--- src/rtl/sipo_rx.sv ---
// Serial-in, parallel-out frame receiver: skips SKIP_BITS cycles after a start
// strobe, shifts in WIDTH payload bits MSB first, then hands the word off with valid/ready.
module sipo_rx #(
    parameter int WIDTH     = 42,
    parameter int SKIP_BITS = 10
) (
    input  logic             clk,
    input  logic             rst_n,
    input  logic             start,
    input  logic             serial_in,
    input  logic             out_ready,
    output logic [WIDTH-1:0] data_out,
    output logic             out_valid,
    output logic             busy,
    output logic             overrun,
    output logic             frame_err
);

    typedef enum logic [1:0] {
        IDLE  = 2'd0,
        SKIP  = 2'd1,
        SHIFT = 2'd2
    } state_t;

    // A zero-width skip counter is illegal, so keep at least one bit when SKIP_BITS is 0.
    localparam int SKIP_W = (SKIP_BITS > 0) ? $clog2(SKIP_BITS + 1) : 1;
    localparam int BIT_W  = $clog2(WIDTH + 1);

    localparam logic [SKIP_W-1:0] SKIP_INIT = SKIP_W'(SKIP_BITS);
    localparam logic [BIT_W-1:0]  BIT_INIT  = BIT_W'(WIDTH);
    localparam logic [SKIP_W-1:0] SKIP_ONE  = SKIP_W'(1);
    localparam logic [BIT_W-1:0]  BIT_ONE   = BIT_W'(1);

    state_t             state;
    logic [SKIP_W-1:0]  skip_cnt;
    logic [BIT_W-1:0]   bit_cnt;
    logic [WIDTH-1:0]   shreg;
    logic [WIDTH-1:0]   shift_next;

    // Left shift with the new bit entering at the LSB; the cast keeps it legal for WIDTH=1.
    assign shift_next = WIDTH'({shreg, serial_in});

    // NOTE: all state uses non-blocking assignments so every register samples
    // pre-edge values; later assignments in the block deliberately override earlier ones.
    always_ff @(posedge clk or negedge rst_n) begin
        if (!rst_n) begin
            state     <= IDLE;
            skip_cnt  <= '0;
            bit_cnt   <= '0;
            shreg     <= '0;
            data_out  <= '0;
            out_valid <= 1'b0;
            busy      <= 1'b0;
            overrun   <= 1'b0;
            frame_err <= 1'b0;
        end else begin
            overrun   <= 1'b0;
            frame_err <= 1'b0;

            if (out_valid && out_ready) begin
                out_valid <= 1'b0;
            end

            if (start) begin
                // A start during a frame, including its completion edge, abandons that frame.
                frame_err <= (state != IDLE);
                skip_cnt  <= SKIP_INIT;
                bit_cnt   <= BIT_INIT;
                shreg     <= '0;
                busy      <= 1'b1;
                if (SKIP_BITS == 0) begin
                    state <= SHIFT;
                end else begin
                    state <= SKIP;
                end
            end else begin
                case (state)
                    IDLE: ;
                    SKIP: begin
                        skip_cnt <= skip_cnt - SKIP_ONE;
                        if (skip_cnt == SKIP_ONE) begin
                            state <= SHIFT;
                        end
                    end
                    SHIFT: begin
                        shreg   <= shift_next;
                        bit_cnt <= bit_cnt - BIT_ONE;
                        if (bit_cnt == BIT_ONE) begin
                            data_out  <= shift_next;
                            out_valid <= 1'b1;
                            overrun   <= out_valid && !out_ready;
                            busy      <= 1'b0;
                            state     <= IDLE;
                        end
                    end
                    default: begin
                        state <= IDLE;
                        busy  <= 1'b0;
                    end
                endcase
            end
        end
    end

endmodule

--- config.mk ---
export PLATFORM = sky130hd
export DESIGN_NAME = sipo_rx
export DESIGN_NICKNAME = d
export VERILOG_FILES = /design/src/rtl/sipo_rx.sv
export SDC_FILE = /design/constraint.sdc
export NUM_CORES = 1
export LEC_CHECK = 0
export ABC_AREA = 1
export CAP_MARGIN = 20
export CELL_PAD_IN_SITES_DETAIL_PLACEMENT = 0
export CELL_PAD_IN_SITES_GLOBAL_PLACEMENT = 1
export CORE_MARGIN = 5
export CORE_UTILIZATION = 38
export CTS_CLUSTER_SIZE = 30
export DETAILED_ROUTE_END_ITERATION = 7
export PLACE_DENSITY = 0.81
export SKIP_LAST_GASP = 1
export SLEW_MARGIN = 10
export SYNTH_ARGS = -nofsm -noshare
export SYNTH_HDL_FRONTEND = slang
export SYNTH_SLANG_ARGS = --single-unit
--- constraint.sdc ---
create_clock -name clk -period 1.25 [get_ports clk]
set_input_delay 0.25 -clock clk [delete_from_list [all_inputs] [get_ports clk]]
set_output_delay 0.25 -clock clk [all_outputs]
set_load 0.01 [all_outputs]
Yosys cells after proc, flatten, opt, wreduce, memory -nomap -nowiden:

Index checks and enable logic that the tools add are counted.

* input bits: 5
* bits in registers: 99

* add/subtract/negate cells: 2
* multiplexer cells: 21
* eq/ne operators: 8
* bitwise gates (word level): 1
* reductions and logical operators: 11

Operator list (number)
* $mux 41: 2
* $mux 6: 2
* $mux 1: 10
* $mux 4: 2
* $eq 6x1->1 const B: 1
* $mux 2: 3
* $ne 3x3->1 const B: 2
* $pmux 2 s3: 1
* $reduce_and 3->1: 2
* $reduce_bool 2->1: 3
* $sub 6x1->6 const B: 1
* $eq 4x1->1 const B: 1
* $sub 4x1->4 const B: 1
* $eq 2x1->1 const B: 1
* $eq 2x2->1 const B: 1
* $logic_and 1x1->1: 2
* $logic_not 2->1: 1
* $ne 2x1->1 const B: 1
* $ne 2x2->1 const B: 1
* $pmux 1 s2: 1
* $reduce_and 2->1: 1
* $reduce_or 2->1: 1
* $logic_not 1->1: 1
* $not 1->1: 1

Logic depth before layout (Yosys ltp):

Gate-level depths: netlist of the first run.

* word-level depth: 5
* mapped depth: 9

Least setup slack after synthesis of the first run:

OpenSTA, ideal clock, no wires.

* path kind: reg2reg
* from: reg bit_cnt[1]
* to: reg data_out[0]
* data required time: 1.120 ns
* period minus slack after synthesis: 1.313 ns
* setup time: 0.130 ns
* arrival time: 1.182 ns
* stages on the path, launching flop included: 10
* path slack: -0.063 ns
* cell sequence: dfrtp_1 -> inv_1 -> ha_1 -> nand2_1 -> nor2_1 -> nand2_2 -> buf_6 -> buf_6 -> nand2_1 -> o21ai_1

* word-level cells in the longest chain between the ends: 2

Ends and longest elaborated chain
* start, declared: RTL line 36 `logic [BIT_W-1:0] bit_cnt;`
* start signal, assigned: RTL line 87 `bit_cnt <= bit_cnt - BIT_ONE;`
* $eq 6x1->1: RTL line 88 `if (bit_cnt == BIT_ONE) begin`
* $reduce_and 3->1 (no line)
* end signal, assigned: RTL line 89 `data_out <= shift_next;`
* end, declared: RTL line 12 `output logic [WIDTH-1:0] data_out,`

Every way passes these cells.
A chain may end at the register's enable or synchronous reset.

Worst setup path in the final report of the first run:

* from: reg state[0]
* to: reg shreg[27]

* word-level cells in the longest chain between the ends: 2

Ends and longest elaborated chain
* start, declared: RTL line 34 `state_t state;`
* start signal, assigned: RTL line 47 `state <= IDLE;`
* start signal, assigned: RTL line 72 `state <= SHIFT;`
* start signal, assigned: RTL line 74 `state <= SKIP;`
* $eq 2x2->1: RTL line 77 `case (state)`
* $reduce_bool 2->1 (no line)
* end signal, assigned: RTL line 86 `shreg <= shift_next;`
* end, declared: RTL line 37 `logic [WIDTH-1:0] shreg;`

Every way passes these cells.

==> out/results.ini, run 1 <==
[clock_tree]
clkSinkCount = 99
clockBufferDepth = 2
numCtsBuffers = 9
clk_latency_ns = 0.35
clockRootBuffer = clkbuf_8
cts_htree_levels = 3
cts_tree = built
clk_pin_slew_ns = 0.09

[grt]
grt_pass1_vias = 2684
antenna_found_initial = 0
grt_max_degree = 61
grt_first_pass_wirelength_um = 12900
grt_use_total = 0.136
grt-ovfl-total = 0

[yosys]
synthSimpleGateAreaFrac = 0.0988
synth_cells = 365
synth_cell_type_count = 22
synthTopCellsByArea = dfrtp_1 66%, o22ai_1 6.8%, nand2_1 6.3%
syn_area_um2 = 3770
yosysWarnings = 0
synthAdderAreaFrac = 0.0133
avgSynthCellArea_um2 = 10.3
synth_top_family_by_area = compound AO/OA/AOI/OAI gates
synth_compound_area_frac = 0.143
synthMuxAreaShare = 0
synth_top_area_share = 0.656
synth_top_area_cell = dfrtp_1
ys_seq_elements = 99
synthXorXnorAreaFrac = 0
ys_seq_area_frac = 0.656
synth_nets = 374

[route]
drt_wl_total_um = 7780
ant_nets = 0
routedWlPerCell_um = 13.3
drc_errors = 0
avgViaCountPerCell = 4.75
vias = 2776
dr.first_iter.drc_count = 93
first_pass_iters = 4

[critical_path]
crit_arrival_ns = 1.61
required_ns = 1.51
cpPeakStageDelay_ns = 0.38
crit_buf_inv = 3
critPathKind = flop to flop
cpLargestDelayFamily = flip-flops
cpMaxStageDelayCell = dfrtp_1
crit_fanout = 25
end_kind = flop
crit_chain = inv_2 -> nand2_1 -> nor2_4 -> inv_1 -> buf_12 -> o22ai_1
worstSetupStartpointType = flop

[min_path]
min_path_type = primary input to async pin

[layout]
layout_commonest_cell = dfrtp_1
diodes = 0
layout-drive-gt1-share = 0.279
final_util = 0.499
area_growth_pct = 28.6
nNetsFinal = 457
final_cell_mix = 99 x dfrtp_1, 56 x inv_1, 53 x nand2_1, 41 x o22ai_1, 37 x o21ai_1

[run]
max_cap_violations = 0

[floorplanning]
dieArea_um2 = 12000
die_x_um = 110
fp-row-count = 36
core_um2 = 9730
start_util = 0.388
die_h_um = 110
pin_count = 51

[power_and_ir_drop]
pwr-share-seq = 0.613
p_leak_nw = 2.31
internal_power_mw = 4.07
swShare = 0.229
p_clk_frac = 0.343
pwr-share-comb = 0.044
peakVddDrop_mv = 0.566
switchingPower_mw = 1.20
power_mw = 5.27
power_density_nw_per_um2 = 1090

[timing]
fin_worst_skew_ns = 0.0118
max_freq_ghz = 0.738
rsz0062_at_grt = yes
hold_viol = 0
worst_pin_slew_ns = 0.321
hold-worst-slack_ns = 0.409
period_needed_ns = 1.35
fin_ws_ns = -0.104
fin_setup_tns_ns = -3.66
drv_slew = 0
fin_crit_sh = 1.08
setup_viol = 71
slew_headroom = 0.786

[place]
place.detailed.hpwl_um = 4800
numPortBuffers = 50
gp_congestion = 0.766

[outcome]
outcome = complete, but fails checks
violations = negative setup slack

[cells by family (layout without fill, tap and decap cells)]
logic type | Yosys count | count (layout)
AO/OA/AOI/OAI | 94 | 94
adder cells (fa/ha/maj) | 4 | 4
buffers and inverters | 77 | 164
flip-flops | 99 | 99
AND/OR/NAND/NOR | 91 | 91
[cells in the mapped netlist]
master,number
dfrtp_1,99
o21ai_2,4
nor2_2,1
buf_6,5
clkbuf_1,6
nor2_1,13
nor2_4,1
ha_1,4
nand2_1,63
nand4_1,1
nand2_2,1
o21ai_1,36
nand3b_1,1
nor3_1,1
o22ai_1,41
inv_1,57
a21oi_1,5
nand3_1,9
o21ai_0,7
buf_2,7
inv_2,2
o31ai_1,1
[path summary, 6_finish.rpt]
| kind | start | endpoint | slack [ns] | cells past startpoint |
|---|---|---|---|---|
| setup / recovery | state[0]$_DFFE_PN0P_ | shreg[27]$_DFFE_PN0P_ | -0.10 | 6 |
| min in group clk | serial_in | data_out[0]$_DFFE_PN0P_ | 0.48 | 3 |
| hold reg to reg | data_out[24]$_DFFE_PN0P_ | data_out[24]$_DFFE_PN0P_ | 0.49 | 2 |
| max in group asynchronous | rst_n | shreg[6]$_DFFE_PN0P_ | 0.53 | 3 |
| hold / removal | rst_n | state[1]$_DFFE_PN0P_ | 0.41 | 3 |
| setup reg to reg | state[0]$_DFFE_PN0P_ | shreg[27]$_DFFE_PN0P_ | -0.10 | 6 |
[power groups by stage]
stage / Combinational, mW / Clock [mW] / Sequential [mW]
2_1_floorplan: 0.0803 / 0 / 3.29
3_3_place_gp: 0.203 / 0 / 3.29
3_5_place_dp: 0.208 / 0 / 3.29
4_1_cts: 0.225 / 1.85 / 3.23
5_1_grt: 0.267 / 1.99 / 3.23
6_report: 0.234 / 1.81 / 3.23
[stage by stage]
step | instance area (µm²) | std cells | worst slack (ns)
detailed placement | 4580 | 549 | -0.268
CTS | 4870 | 575 | -0.112
finish | 4850 | 585 | -0.104
floorplan | 3790 | 365 | -0.0441
global route | 4850 | 585 | -0.201
global placement | 4580 | 549 | -0.245
[final cells by class]
class                   instances  area [µm²]
flip-flops and latches         99        2480
well taps                     133         166
clock buffers                  11         141
inverters                      59         221
fillers                       907        4880
repair buffers                 90         748
multi-input cells             189        1070
clock inverters                 4        27.5
[flip-flops by register name, summed over array words and instances (netlist names)]
signal and cells:
data_out 42, shreg 41, bit_cnt 6, skip_cnt 4, state 2, busy 1, frame_err 1, out_valid 1
overrun 1
[layer usage]
layer  global-route usage  part of all wire  vias up
met5                    0                 0        -
met4               0.0436            0.0086        0
met3               0.0346             0.035        6
met2                0.218              0.49       43
met1                0.182              0.46     1373
li1                     -                 -     1354
[what timing repair did]
item	4_1_cts	5_1_grt
endpoints found under the setup margin	134	129
hold endpoints to repair	99	0
pin swaps	1	2
gates resized for setup	125	59
buffers inserted	7	9
cloned	3	1
hold buffers	1	0
[worst register-to-register path: stages (launching register included)]
cell and delay (ns):
dfrtp_1 0.38, inv_2 0.05, nand2_1 0.09, nor2_4 0.22, inv_1 0.15, buf_12 0.19, o22ai_1 0.19
(Power assumes the default switching activity.)
==> run 2: changes to the inputs <==
Settings changed: PLACE_DENSITY 0.81 to 0.84.
==> run 2 against run 1 <==
  * Largest cell class unchanged
  * Worst setup slack improved by 0.015 ns
  * Sequential share of layout area fell by 1.2 points
  * The flow still finishes with violations (negative setup slack)
  * Global-route usage grew 0.40 points
==> out/results.ini, run 2 (synthesis gave the netlist of run 1 again) <==
[route]
avgViaCountPerCell = 4.75
ant_nets = 0
drt_wl_total_um = 8030
vias = 2776
dr.first_iter.drc_count = 147
routedWlPerCell_um = 13.7
first_pass_iters = 4
drc_errors = 0

[clock_tree]
clkSinkCount = 99
clockBufferDepth = 2
clockRootBuffer = clkbuf_8
numCtsBuffers = 9
cts_htree_levels = 3
clk_latency_ns = 0.36
clk_pin_slew_ns = 0.09
cts_tree = built

[critical_path]
critPathKind = flop to flop
crit_arrival_ns = 1.61
reg2reg_slack_ns = -0.09
cpLargestDelayFamily = flip-flops
cpMaxStageDelayCell = dfrtp_1
crit_buf_inv = 3
cpPeakStageDelay_ns = 0.38
end_kind = flop
crit_chain = inv_2 -> nand2_1 -> nor2_4 -> inv_1 -> buf_12 -> o22ai_1
required_ns = 1.52
crit_fanout = 41
worstSetupStartpointType = flop

[layout]
multi_input_area_um2 = 1140
layout_commonest_cell = dfrtp_1
layout-drive-gt1-share = 0.288
reg_top3 = data_out x42, shreg x41, bit_cnt x6
final_cell_mix = 99 x dfrtp_1, 56 x inv_1, 54 x nand2_1, 37 x o21ai_1, 35 x o22ai_1
largest_reg_flops = 42
fillers = 921
final_cell_count_no_fill = 585
regMostFlops = data_out
diodes = 0
design_area_um2 = 4970
area_growth_pct = 31.6
regArea_um2 = 2480
nNetsFinal = 456

[run]
max_cap_violations = 0

[floorplanning]
start_util = 0.388
die_h_um = 110
core_um2 = 9730
dieArea_um2 = 12000
die_x_um = 110
fp-row-count = 36
pin_count = 51

[place]
post-place-cells = 548
post_dp_cell_area_um2 = 4560
gp_congestion = 0.773
numPortBuffers = 50
place.detailed.hpwl_um = 4840

[timing]
max_freq_ghz = 0.747
hold-worst-slack_ns = 0.402
setup_viol = 83
slew_headroom = 0.801
drv_slew = 0
fin_ws_ns = -0.0893
hold_viol = 0
fin_worst_skew_ns = 0.0106
fin_setup_tns_ns = -3.49
worst_pin_slew_ns = 0.299
fin_crit_sh = 1.07
period_needed_ns = 1.34
rsz0062_at_grt = yes

[power_and_ir_drop]
peakVddDrop_mv = 0.664
power_density_nw_per_um2 = 1140
power_mw = 5.66
p_leak_nw = 2.34

[grt]
grt_first_pass_wirelength_um = 13100
grt_max_degree = 57
grt_pass1_vias = 2798
grt_use_total = 0.140
antenna_found_initial = 0
grt-ovfl-total = 0

[min_path]
min_path_type = primary input to async pin

[outcome]
outcome = complete, but fails checks
violations = negative setup slack

## run 2: cell count changes in the layout (fill, tap and decap cells not counted), moves of 2 or more
cell | before | now
bufinv_16 | 0 | 2
nand2_4 | 4 | 7
nand2_2 | 5 | 1
o21ai_2 | 5 | 8
clkdlybuf4s15_1 | 0 | 4
o21ai_0 | 5 | 2
buf_2 | 16 | 12
clkinvlp_4 | 3 | 1
o22ai_1 | 41 | 35
o22ai_2 | 0 | 6
## run 2: through the flow
step	utilization	setup WS (ns)
after floorplan	-	-0.0441
final	0.510	-0.0893
after CTS	0.507	-0.0862
after global routing	0.510	-0.165
after detailed placement	0.469	-0.268
after global placement	0.469	-0.249
## run 2: path summary, 6_finish.rpt
path,startpoint,endpoint,depth (start not counted)
worst max-delay path,state[0]$_DFFE_PN0P_,shreg[31]$_DFFE_PN0P_,6
worst min-delay path,rst_n,busy$_DFFE_PN0P_,3
worst max register to register,state[0]$_DFFE_PN0P_,shreg[31]$_DFFE_PN0P_,6
worst min register to register,busy$_DFFE_PN0P_,busy$_DFFE_PN0P_,2
max in group asynchronous,rst_n,shreg[26]$_DFFE_PN0P_,3
min in group clk,serial_in,data_out[0]$_DFFE_PN0P_,3
## run 2: power breakdown
group          internal (mW)  leakage (nW)  switching (mW)
clock network           1.12         0.103            1.07
logic                 0.0818         0.887           0.156
registers               3.22          1.35         0.00986
## run 2: cell type report
class                   count  area share
clock buffers              11      0.0265
clock inverters             5      0.0156
inverters                  59      0.0446
multi-input cells         189       0.230
flip-flops and latches     99       0.499
well taps                 133      0.0335
repair buffers             89       0.151
## run 2: metal layers
metal | wire, µm | global-route usage
met5 | 0 | 0
met4 | 152 | 0.0632
met3 | 270 | 0.0299
met2 | 3830 | 0.222
met1 | 3770 | 0.185
## run 2: timing repair
item | in CTS | in global routing
cloned | 3 | 1
endpoints found under the setup margin | 134 | 130
endpoints found under the hold margin | 99 | 0
hold buffers | 1 | 0
gates resized for setup | 131 | 62
pin swaps | 1 | 2
buffers inserted | 8 | 8
## run 2: worst min-delay path, stage by stage
cell and delay (ns):
dlygate4sd3_1 0.52, buf_4 0.13, buf_12 0.23
==> run 3: changes to the inputs <==
Settings changed: PLACE_DENSITY 0.84 to not set, PLACE_DENSITY_LB_ADDON set to 0.2.
==> run 3 against run 2 <==
  * Global-route usage is 0.60 points lower
  * Worst setup slack worse by 0.019 ns
  * Wire length is 6.7% lower
  * Combinational power is 12% lower
  * Highest routed layer unchanged
  * Final cell count is 1.4% higher
  * Final area is 0.38% higher
  * Largest cell class unchanged
  * First-iteration DRC count is 22% lower
  * Clock-buffer cell count is 3 higher
  * Worst hold slack better by 0.036 ns
  * The flow still finishes with violations (negative setup slack)
  * Clock skew is 0.00082 ns higher
==> out/results.ini, run 3 (synthesis gave the netlist of run 1 again) <==
[critical_path]
required_ns = 1.49
end_kind = flop
r2r_end = data_out[40]$_DFFE_PN0P_
critPathKind = flop to flop
worstSetupStartpointType = flop
crit_fanout = 20
reg2reg_slack_ns = -0.11
reg2reg_depth = 8
crit_arrival_ns = 1.60
regToRegStartpoint = bit_cnt[1]$_DFFE_PN0P_

[grt]
grt_first_pass_wirelength_um = 12600
antenna_found_initial = 0
grt-ovfl-total = 0
grt_pass1_vias = 2573
grt_use_total = 0.134
grt_max_degree = 68

[route]
ant_nets = 0
routedWlPerCell_um = 12.6
dr.first_iter.drc_count = 115
first_pass_iters = 4
drc_errors = 0
vias = 2690
avgViaCountPerCell = 4.54
drt_wl_total_um = 7490

[clock_tree]
clockBufferDepth = 2
clk_latency_ns = 0.35
clkSinkCount = 99
cts_htree_levels = 3
numCtsBuffers = 9
clk_pin_slew_ns = 0.09
cts_tree = built
clockRootBuffer = clkbuf_8

[timing]
drv_slew = 0
max_freq_ghz = 0.736
worst_pin_slew_ns = 0.406
fin_setup_tns_ns = -3.84
period_needed_ns = 1.36
rsz0062_at_grt = yes
fin_ws_ns = -0.108
slew_headroom = 0.729
hold_viol = 0
fin_crit_sh = 1.09
fin_worst_skew_ns = 0.0114
setup_viol = 43

[floorplanning]
die_x_um = 110
pin_count = 51
dieArea_um2 = 12000
die_h_um = 110
fp-row-count = 36
core_um2 = 9730
start_util = 0.388

[layout]
regMostFlops = data_out
final_cell_count_no_fill = 593
area_growth_pct = 32.1
diodes = 0
largest_reg_flops = 42
layout_commonest_cell = dfrtp_1
multi_input_area_um2 = 1140
reg_top3 = data_out x42, shreg x41, bit_cnt x6
regArea_um2 = 2480
fillers = 932
final_cell_mix = 99 x dfrtp_1, 54 x inv_1, 45 x nand2_1, 41 x o22ai_1, 36 x o21ai_1
layout-drive-gt1-share = 0.324
nNetsFinal = 464

[power_and_ir_drop]
pwr-share-comb = 0.038
internal_power_mw = 4.24
power_density_nw_per_um2 = 1090
p_clk_frac = 0.369
swShare = 0.221
switchingPower_mw = 1.20
power_mw = 5.44
p_leak_nw = 2.38
pwr-share-seq = 0.593
peakVddDrop_mv = 0.621

[place]
place.detailed.hpwl_um = 4770
gp_congestion = 0.704
numPortBuffers = 50
post-place-cells = 551

[outcome]
outcome = complete, but fails checks
violations = negative setup slack

[run]
max_cap_violations = 0

[min_path]
min_path_type = primary input to async pin

[run 3: cell count changes in the layout (fill, tap and decap cells not counted), sizes merged]
cell and delta:
inv +1, bufinv -2, clkdlybuf4s15 -4, clkinv -2, buf +14, clkbuf +1
[run 3: metrics by stage]
step                utilization  setup WS (ns)  instance area, µm²  hold slack (ns)
detailed placement        0.470         -0.280                4570            0.292
global placement          0.470         -0.238                4570            0.292
finish                    0.512         -0.108                4980            0.438
floorplan                     -        -0.0441                3790          -0.0456
global route              0.512         -0.180                4980            0.456
CTS                       0.514        -0.0854                5000            0.452
[run 3: timing repair]
item                       CTS  global route
cloned                       2             1
hold endpoints to repair    99             0
setup endpoints to repair   92           134
setup buffers               13            10
pin swaps                    2             4
hold buffers                 1             0
gates resized for setup    131            82
[run 3: critical path, stage by stage, from the launching register on]
cell and delay, ns:
dfrtp_1 0.39, inv_2 0.08, ha_4 0.14, nand2_4 0.05, nor2_4 0.15, nand2_8 0.13
buf_12 0.19, nand2_1 0.06, o21ai_1 0.06
[run 3: final cells by class]
| class | count | area share |
|---|---|---|
| Timing Repair Buffer | 97 | 0.157 |
| Clock inverter | 2 | 0.00326 |
| Clock buffer | 14 | 0.0366 |
| Sequential cell | 99 | 0.497 |
| Tap cell | 133 | 0.0334 |
| Inverter | 59 | 0.0444 |
| Multi-Input combinational cell | 189 | 0.228 |
[run 3: how the worst max path moves through the flow]
stage	slack, ns	endpoint	from
finish	-0.11	data_out[40]$_DFFE_PN0P_	bit_cnt[1]$_DFFE_PN0P_
global route	-0.18	data_out[21]$_DFFE_PN0P_	bit_cnt[1]$_DFFE_PN0P_
CTS	-0.09	data_out[5]	data_out[5]$_DFFE_PN0P_
detailed placement	-0.28	bit_cnt[1]$_DFFE_PN0P_	start
global placement	-0.24	data_out[1]$_DFFE_PN0P_	start
floorplan	-0.04	data_out[0]$_DFFE_PN0P_	bit_cnt[1]$_DFFE_PN0P_
[run 3: routing by layer]
layer | track usage | part of all wire | routed length, µm | vias to the layer above
met5 | 0 | 0 | 0 | -
met4 | 0.0481 | 0.014 | 104 | 0
met3 | 0.0358 | 0.040 | 298 | 8
met2 | 0.200 | 0.46 | 3460 | 32
met1 | 0.189 | 0.48 | 3630 | 1280
li1 | - | - | - | 1370
[run 3: power groups by stage]
stage	clock network, mW	registers, mW	logic [mW]
after floorplan	0	3.29	0.0803
after global placement	0	3.29	0.208
after detailed placement	0	3.29	0.213
after CTS	2.09	3.23	0.216
after global routing	2.24	3.23	0.243
final	2.01	3.23	0.209
